## config.mk

```make
export PLATFORM = sky130hd
export DESIGN_NAME = imem_load_arb
export DESIGN_NICKNAME = d
export VERILOG_FILES = /design/src/rtl/imem_load_arb.sv
export SDC_FILE = /design/constraint.sdc
export NUM_CORES = 1
export LEC_CHECK = 0
export CORE_MARGIN = 10
export CORE_UTILIZATION = 30
export CTS_CLUSTER_DIAMETER = 150
export DETAILED_ROUTE_END_ITERATION = 10
export DONT_BUFFER_PORTS = 1
export GPL_TIMING_DRIVEN = 1
export HOLD_SLACK_MARGIN = 0.08
export PLACE_DENSITY = 0.48
export SLEW_MARGIN = 30
export SYNTH_ARGS = -nofsm -noshare
export SYNTH_HDL_FRONTEND = slang
export SYNTH_SLANG_ARGS = --single-unit
export TNS_END_PERCENT = 20
```

## constraint.sdc

```tcl
create_clock -name clk -period 3.3 [get_ports clk]
set_input_delay 0.66 -clock clk [delete_from_list [all_inputs] [get_ports clk]]
set_output_delay 0.66 -clock clk [all_outputs]
set_load 0.1 [all_outputs]
```

## src/rtl/imem_load_arb.sv

```systemverilog
// imem_load_arb: shares the single instruction-RAM port between the CPU fetch
// path and a host load port. During a load the CPU is held in reset, host
// beats are written to consecutive addresses, and the CPU is released to
// restart from PC 0 once the load completes or is aborted.
module imem_load_arb #(
  parameter int ADDR_W    = 12,
  parameter int DATA_W    = 32,
  parameter int DRAIN_CYC = 2
) (
  input  logic              clk,
  input  logic              rst_n,
  input  logic [ADDR_W-1:0] cpu_pc,
  output logic              cpu_rst_n,
  output logic [ADDR_W-1:0] mem_addr,
  output logic              mem_we,
  output logic [DATA_W-1:0] mem_wdata,
  input  logic              load_req,
  input  logic [ADDR_W-1:0] load_base,
  input  logic              wr_valid,
  output logic              wr_ready,
  input  logic [DATA_W-1:0] wr_data,
  input  logic              wr_last,
  output logic              load_done,
  output logic              load_err,
  output logic [ADDR_W:0]   word_cnt,
  output logic [DATA_W-1:0] checksum
);

  typedef enum logic [2:0] {
    ST_RUN     = 3'd0,
    ST_DRAIN   = 3'd1,
    ST_LOAD    = 3'd2,
    ST_FLUSH   = 3'd3,
    ST_RELEASE = 3'd4
  } state_t;

  // Last drain-counter value before the load window opens.
  localparam logic [3:0] DRAIN_LAST = 4'(DRAIN_CYC - 1);
  // Saturation ceiling for the beat counter (one full RAM worth of beats).
  localparam logic [ADDR_W:0] WORD_MAX = {1'b1, {ADDR_W{1'b0}}};

  // Saturating increment so word_cnt sticks at the RAM depth.
  function automatic logic [ADDR_W:0] sat_inc(input logic [ADDR_W:0] v);
    if (v == WORD_MAX) begin
      return v;
    end else begin
      return v + {{ADDR_W{1'b0}}, 1'b1};
    end
  endfunction

  state_t              state_r;
  state_t              next_state_s;
  logic                next_err_s;
  logic                accept_s;
  logic                start_s;
  logic [3:0]          drain_cnt_r;
  logic [ADDR_W-1:0]   addr_cnt_r;
  logic [ADDR_W-1:0]   wr_addr_r;
  logic [ADDR_W:0]     word_cnt_r;
  logic [DATA_W-1:0]   checksum_r;
  logic [DATA_W-1:0]   mem_wdata_r;
  logic                mem_we_r;
  logic                cpu_rst_n_r;
  logic                wr_ready_r;
  logic                load_done_r;
  logic                load_err_r;

  // wr_ready_r is only ever high while in LOAD, so this is the handshake.
  assign accept_s = wr_ready_r & wr_valid;
  assign start_s  = (state_r == ST_RUN) & load_req;

  // Next-state and next-error decision for the load sequencer.
  always_comb begin
    next_state_s = state_r;
    next_err_s   = load_err_r;
    case (state_r)
      ST_RUN: begin
        if (load_req) begin
          next_state_s = ST_DRAIN;
          next_err_s   = 1'b0;
        end else begin
          next_state_s = ST_RUN;
        end
      end
      ST_DRAIN: begin
        if (!load_req) begin
          next_state_s = ST_RELEASE;
          next_err_s   = 1'b1;
        end else if (drain_cnt_r == DRAIN_LAST) begin
          next_state_s = ST_LOAD;
        end else begin
          next_state_s = ST_DRAIN;
        end
      end
      ST_LOAD: begin
        // A final beat wins over a simultaneous drop of load_req.
        if (accept_s && wr_last) begin
          next_state_s = ST_FLUSH;
        end else if (!accept_s && !load_req) begin
          next_state_s = ST_FLUSH;
          next_err_s   = 1'b1;
        end else begin
          next_state_s = ST_LOAD;
        end
      end
      ST_FLUSH: begin
        next_state_s = ST_RELEASE;
      end
      ST_RELEASE: begin
        next_state_s = ST_RUN;
      end
      default: begin
        next_state_s = ST_RUN;
      end
    endcase
  end

  // State register plus the control outputs derived from the next state.
  always_ff @(posedge clk) begin
    if (!rst_n) begin
      state_r     <= ST_RUN;
      load_err_r  <= 1'b0;
      cpu_rst_n_r <= 1'b0;
      wr_ready_r  <= 1'b0;
      load_done_r <= 1'b0;
    end else begin
      state_r     <= next_state_s;
      load_err_r  <= next_err_s;
      cpu_rst_n_r <= (next_state_s == ST_RUN);
      wr_ready_r  <= (next_state_s == ST_LOAD);
      load_done_r <= (next_state_s == ST_RELEASE) & ~next_err_s;
    end
  end

  // Drain counter: counts cycles spent in DRAIN before opening the load window.
  always_ff @(posedge clk) begin
    if (!rst_n) begin
      drain_cnt_r <= 4'd0;
    end else if (start_s) begin
      drain_cnt_r <= 4'd0;
    end else if (state_r == ST_DRAIN) begin
      drain_cnt_r <= drain_cnt_r + 4'd1;
    end else begin
      drain_cnt_r <= drain_cnt_r;
    end
  end

  // Write address counter, beat counter and running checksum.
  always_ff @(posedge clk) begin
    if (!rst_n) begin
      addr_cnt_r <= {ADDR_W{1'b0}};
      word_cnt_r <= {(ADDR_W+1){1'b0}};
      checksum_r <= {DATA_W{1'b0}};
    end else if (start_s) begin
      addr_cnt_r <= load_base;
      word_cnt_r <= {(ADDR_W+1){1'b0}};
      checksum_r <= {DATA_W{1'b0}};
    end else if (accept_s) begin
      addr_cnt_r <= addr_cnt_r + {{(ADDR_W-1){1'b0}}, 1'b1};
      word_cnt_r <= sat_inc(word_cnt_r);
      checksum_r <= checksum_r + wr_data;
    end else begin
      addr_cnt_r <= addr_cnt_r;
      word_cnt_r <= word_cnt_r;
      checksum_r <= checksum_r;
    end
  end

  // Registered RAM write port: one-cycle latency from beat accept to write.
  always_ff @(posedge clk) begin
    if (!rst_n) begin
      mem_we_r    <= 1'b0;
      mem_wdata_r <= {DATA_W{1'b0}};
      wr_addr_r   <= {ADDR_W{1'b0}};
    end else if (accept_s) begin
      mem_we_r    <= 1'b1;
      mem_wdata_r <= wr_data;
      wr_addr_r   <= addr_cnt_r;
    end else begin
      mem_we_r    <= 1'b0;
      mem_wdata_r <= mem_wdata_r;
      wr_addr_r   <= wr_addr_r;
    end
  end

  // RAM address mux: the CPU owns the port in RUN, the write path otherwise.
  always_comb begin
    if (state_r == ST_RUN) begin
      mem_addr = cpu_pc;
    end else begin
      mem_addr = wr_addr_r;
    end
  end

  assign cpu_rst_n = cpu_rst_n_r;
  assign mem_we    = mem_we_r;
  assign mem_wdata = mem_wdata_r;
  assign wr_ready  = wr_ready_r;
  assign load_done = load_done_r;
  assign load_err  = load_err_r;
  assign word_cnt  = word_cnt_r;
  assign checksum  = checksum_r;

endmodule

```

Word-level counts from Yosys, hierarchy flattened

Cells that the tools add are included.

Input bits: 61
Output and inout bits: 94
Register bits: 113

Equality and inequality tests: 7
Reduce and logical (&&, ||, !) cells: 9
Bitwise operators: 6
Add/sub/neg operators: 4
Muxes and demuxes: 15

Operators by type and width:

| operator              | count |
|---|---|
| $mux 12               | 3 |
| $add 32x32->32        | 1 |
| $add 13x1->13 const B | 1 |
| $eq 13x13->1 const B  | 1 |
| $add 12x1->12 const B | 1 |
| $pmux 3 s4            | 1 |
| $eq 3x2->1 const B    | 3 |
| $mux 1                | 8 |
| $logic_not 3->1       | 2 |
| $add 4x1->4 const B   | 1 |
| $eq 4x1->1 const B    | 1 |
| $and 1x1->1           | 3 |
| $eq 3x1->1 const B    | 1 |
| $eq 3x3->1 const B    | 1 |
| $mux 3                | 1 |
| $not 1->1             | 3 |
| $pmux 1 s3            | 1 |
| $logic_and 1x1->1     | 2 |
| $logic_not 1->1       | 2 |
| $mux 2                | 1 |
| $reduce_and 2->1      | 1 |
| $reduce_bool 2->1     | 1 |
| $reduce_or 2->1       | 1 |

Longest topological paths before layout

Depth after elaboration: 8
Gate-level depth with buffers: 10

Worst setup path before layout

OpenSTA, ideal clock, no wires.

Path type: register -> register
Start: reg checksum_r[0], in the netlist checksum[0]
End: reg checksum_r[26], in the netlist checksum[26]
Clock period less this slack: 2954 ps
Data arrival time: 2889 ps
Setup slack: 346 ps
Stages on the path, launching flop included: 11
Setup time: 65 ps
Buffers on the path: 0
Cells stage by stage: dfxtp_1 ha_1 fa_1 a21oi_1 nand4b_1 a21oi_1 o2111ai_1 a21oi_1 o21ai_1 a211o_1 nand3_1

Cells in the longest elaborated chain, start to end: 1

Ends and longest elaborated chain:

| element                  | RTL line | text |
|---|---|---|
| start: declaration       | 60       | `logic [DATA_W-1:0] checksum_r;` |
| start signal: assignment | 153      | `checksum_r <= {DATA_W{1'b0}};` |
| start signal: assignment | 157      | `checksum_r <= {DATA_W{1'b0}};` |
| start signal: assignment | 161      | `checksum_r <= checksum_r + wr_data;` |
| $add 32x32->32           | 161      |  |

No other way between the ends.
A chain may end at the register's enable or synchronous reset.

Worst setup path after layout

Ends and elaborated chain as after synthesis.

==> summary.md <==
| Metric | Value |
|---|---|
| Layout overhead on the synthesized area | 19.66% |
| Worst hold path type | in -> reg |
| Arr. time, crit path | slightly above 3 ns |
| Total I/O pin count | 155 |
| Static Leakage | 0.002920 uW |
| Port buffer count | 0 |
| Worst Reg2Reg Path Length in Cells | 11 |
| Final std cells w/o fill | 1084 |
| Internal power component | 2627 uW |
| Reported max-cap violation count | 0 |
| Antenna Violating Nets Remaining | 0 |
| Count of H-tree levels built during CTS | 4 |
| Worst stage delay on the critical path | 0.42 ns |
| Resized cells post-CTS | 0 |
| Tot GR Track Use | ~14% |
| Number of synthesis warnings | 0 |
| Nets in the synthesized netlist | 861 |
| Clock tree from TritonCTS | built |
| Total placed instance area | 0.006792 sq mm |
| Post-synth top area share | a little over a third |
| Leading cell type in the layout, fill and taps excluded | sky130_fd_sc_hd__nand2_1 |
| Routed wire length | 18730 um |
| Initial Util | between 30 and 40% |
| Deepest clock path buffer count | 2 |
| Vias per std cell | around 5 |
| Number of pins exceeding their max-slew limit in the final report | 0 |
| Unrepaired setup endpoints after global routing | false |
| Placeable core region | ~0.020 sq mm |
| Critical Path Source Type | flop |
| Finished layout cell area | 0.007386 sq mm |
| Clk slew on worst S/H paths | 0.05 ns |
| Worst Hold Path Cells | 2 |
| Setup slack on the worst flop-to-flop path | 0.62 ns |
| Average footprint of a synthesized cell | 8.089 sq um |
| Vertical extent of the die | 163.4 um |
| Num rows | between 50 and 60 |
| Clk Latency, worst-skew pair | ~0.42 ns |
| Post-layout minimum cycle time | 2.682 ns |
| Sw Ratio | approximately 27% |
| Clock sink count | 113 |
| Normalized max-slew margin | 33.01% |
| Post-synthesis sequential area ratio | 36.65% |
| Area of the mapped netlist | 0.006172 sq mm |
| Root buffer selected by CTS | sky130_fd_sc_hd__clkbuf_16 |
| Yosys cell types | between 50 and 60 |
| Cell total after placement | 1052 |
| Highest clock rate | 372.8 MHz |
| Cell taking the most area after synthesis | sky130_fd_sc_hd__dfxtp_1 |
| Transition time of the tightest slew-check pin | 1.004 ns |
| Sum of buffers and inverters on the critical path | 1 |
| Req. time, crit path | 3.66 ns |
| Global-route wire length before repair | 29350 um |
| Most frequent cells in the layout | 177 x sky130_fd_sc_hd__nand2_1, 110 x sky130_fd_sc_hd__dfxtp_1, 57 x sky130_fd_sc_hd__a21oi_1, 56 x sky130_fd_sc_hd__buf_4, 46 x sky130_fd_sc_hd__a21boi_0 |
| Fraction of registers with async set/reset | 0% |
| Die Span X | 163.4 um |
| Max VDD drop | between 0.0003 and 0.0004 V |
| Residual DRC | 0 |
| Proportion of power drawn by the clock network | 51.3% |
| WL per Instance | 17.28 um |
| Most frequent cell on the critical path | sky130_fd_sc_hd__a21oi_1 |
| Via count of the first global-routing pass | 5244 |
| Max Fanout on Critical Path | 5 |
| Full die area | 0.02671 sq mm |
| Count of flip-flops with a built-in enable after synthesis | 0 |
| Hold Buf Count CTS | 0 |
| Count of endpoints failing setup in the final report | 0 |
| Sequential share of power | 39.7% |
| Global placement routability congestion | 0.7853 |
| Antenna violations before repair | 0 |
| Post-CTS setup buffer count | 0 |
| Main flop type after synthesis | sky130_fd_sc_hd__dfxtp_1 |
| Largest delay share family, worst path | compound AO/OA/AOI/OAI gates |
| Share of power burned in combinational logic | around 9% |
| Element type at the critical path end | flop |
| Violation count after the first detailed-route iteration | around 250 |
| Total via count in the routed design | 5419 |
| Cells traversed along the worst timing path | ha_1 > fa_1 > a21oi_1 > nand4b_1 > a21oi_1 > o2111ai_1 > buf_4 > a21oi_1 > o21ai_1 > a211o_1 > nand3_1 |
| Overflow left after global routing | 0 |
| Skew final | around 0.013 ns |
| Category of the critical setup timing path | reg -> reg |
| Syn Inst Count | roughly 760 |
| Outcome | finished clean |
| Total power consumption of the routed design | 3609 uW |
| Final worst-path cycle share | 81.28% |
| Fin. Hold Viols | 0 |
| Net count of the finished layout | 899 |
| Fraction of layout cells with a size suffix above 1 | 13.90% |
| Switching Power | 982.1 uW |
| Final cell utilization of the core | 36.50% |
| HPWL after detailed placement | 13790 um |
| Critical Path Stages | 11 |
| Pin count of the biggest net entering global routing | 63 |
| Slowest cell on crit path | sky130_fd_sc_hd__a21oi_1 |
| CTS Buf Count | 17 |
| Cell types with the largest area share after synthesis | sky130_fd_sc_hd__dfxtp_1 37%, sky130_fd_sc_hd__nand2_1 11%, sky130_fd_sc_hd__ha_1 7.3%, sky130_fd_sc_hd__a21boi_0 5.6%, sky130_fd_sc_hd__a21oi_1 4.6% |
| Setup_tns | 0 ns |
| Detailed-router iteration count before antenna repair | 4 |
| Synthesized flop and latch total | around 110 |
| PwrDens | around 490 mW/mm^2 |
==> cells in the mapped netlist, types with 7 or more instances <==
| cell type | n |
|---|---|
| sky130_fd_sc_hd__xor2_1 | 23 |
| sky130_fd_sc_hd__and3_1 | 8 |
| sky130_fd_sc_hd__nand2_1 | 178 |
| sky130_fd_sc_hd__a21o_1 | 14 |
| sky130_fd_sc_hd__nand4_1 | 15 |
| sky130_fd_sc_hd__mux2_2 | 12 |
| sky130_fd_sc_hd__xnor2_1 | 19 |
| sky130_fd_sc_hd__nand2b_1 | 7 |
| sky130_fd_sc_hd__clkbuf_1 | 27 |
| sky130_fd_sc_hd__o21ai_0 | 25 |
| sky130_fd_sc_hd__nor2_1 | 40 |
| sky130_fd_sc_hd__nand3_1 | 26 |
| sky130_fd_sc_hd__inv_1 | 9 |
| sky130_fd_sc_hd__o211a_1 | 12 |
| sky130_fd_sc_hd__a21oi_1 | 57 |
| sky130_fd_sc_hd__nor3_1 | 12 |
| sky130_fd_sc_hd__ha_1 | 36 |
| sky130_fd_sc_hd__dfxtp_1 | 113 |
| sky130_fd_sc_hd__a21boi_0 | 46 |
==> power groups by stage <==
| stage | Clock [uW] | Combinational (uW) | Sequential, uW |
|---|---|---|---|
| 3_5_place_dp | 0 | 325 | 1460 |
| 6_report | 1850 | 322 | 1430 |
| 5_1_grt | 1980 | 349 | 1440 |
| 4_1_cts | 1910 | 326 | 1430 |
| 2_1_floorplan | 0 | 282 | 1460 |
| 3_3_place_gp | 0 | 325 | 1460 |
==> sequential cells by signal, summed over array words and instances, names as in the netlist <==
register	count
load_done	1
mem_wdata	32
load_err	1
addr_cnt_r	12
mem_we	1
cpu_rst_n	1
wr_ready	1
drain_cnt_r	4
wr_addr_r	12
checksum	32
state_r	3
word_cnt	13
==> metrics by stage <==
step	setup WS (ns)	hold WS [ns]
after floorplan	0.3460	0.4410
after global placement	0.3567	0.4501
after detailed placement	0.3171	0.4548
after CTS	0.6306	0.3581
after global routing	0.3706	0.3662
final	0.6179	0.3810
==> cell families after synthesis <==
family | share of synthesized area (%)
compound gates | 20.98
xor+xnor | 5.960
fa+ha+maj | 7.622
buf+inv | 3.041
flops | 36.65
mux | 2.514
simple gates | 23.23
==> worst paths after layout <==
check | startpoint | to
worst max-delay path | checksum[0] | checksum[26]
worst min-delay path | wr_data[18] | mem_wdata[18]
worst max register to register | checksum[0] | checksum[26]
worst min register to register | wr_addr_r[1] | wr_addr_r[1]
==> final cells by class <==
| cell class | count | area, sq um |
|---|---|---|
| Sequential cell | 113 | 2266 |
| Multi-Input combinational cell | 604 | 3736 |
| Clock inverter | 12 | 136.4 |
| Timing Repair Buffer | 56 | 420.4 |
| Tap cell | 270 | 337.8 |
| Antenna cell | 1 | 2.502 |
| Fill cell | 2143 | 12850 |
| Inverter | 9 | 33.78 |
| Clock buffer | 19 | 452.9 |
==> layer usage <==
metal / vias up / GRT usage, % / wire (um)
li1: 2761 / - / -
met4: 0 / 3.811 / 116
met1: 2541 / 16.92 / 8183
met2: 108 / 22.32 / 8900
met5: - / 0 / 0
met3: 9 / 5.135 / 1531
Power figures use the tool's default switching activity.
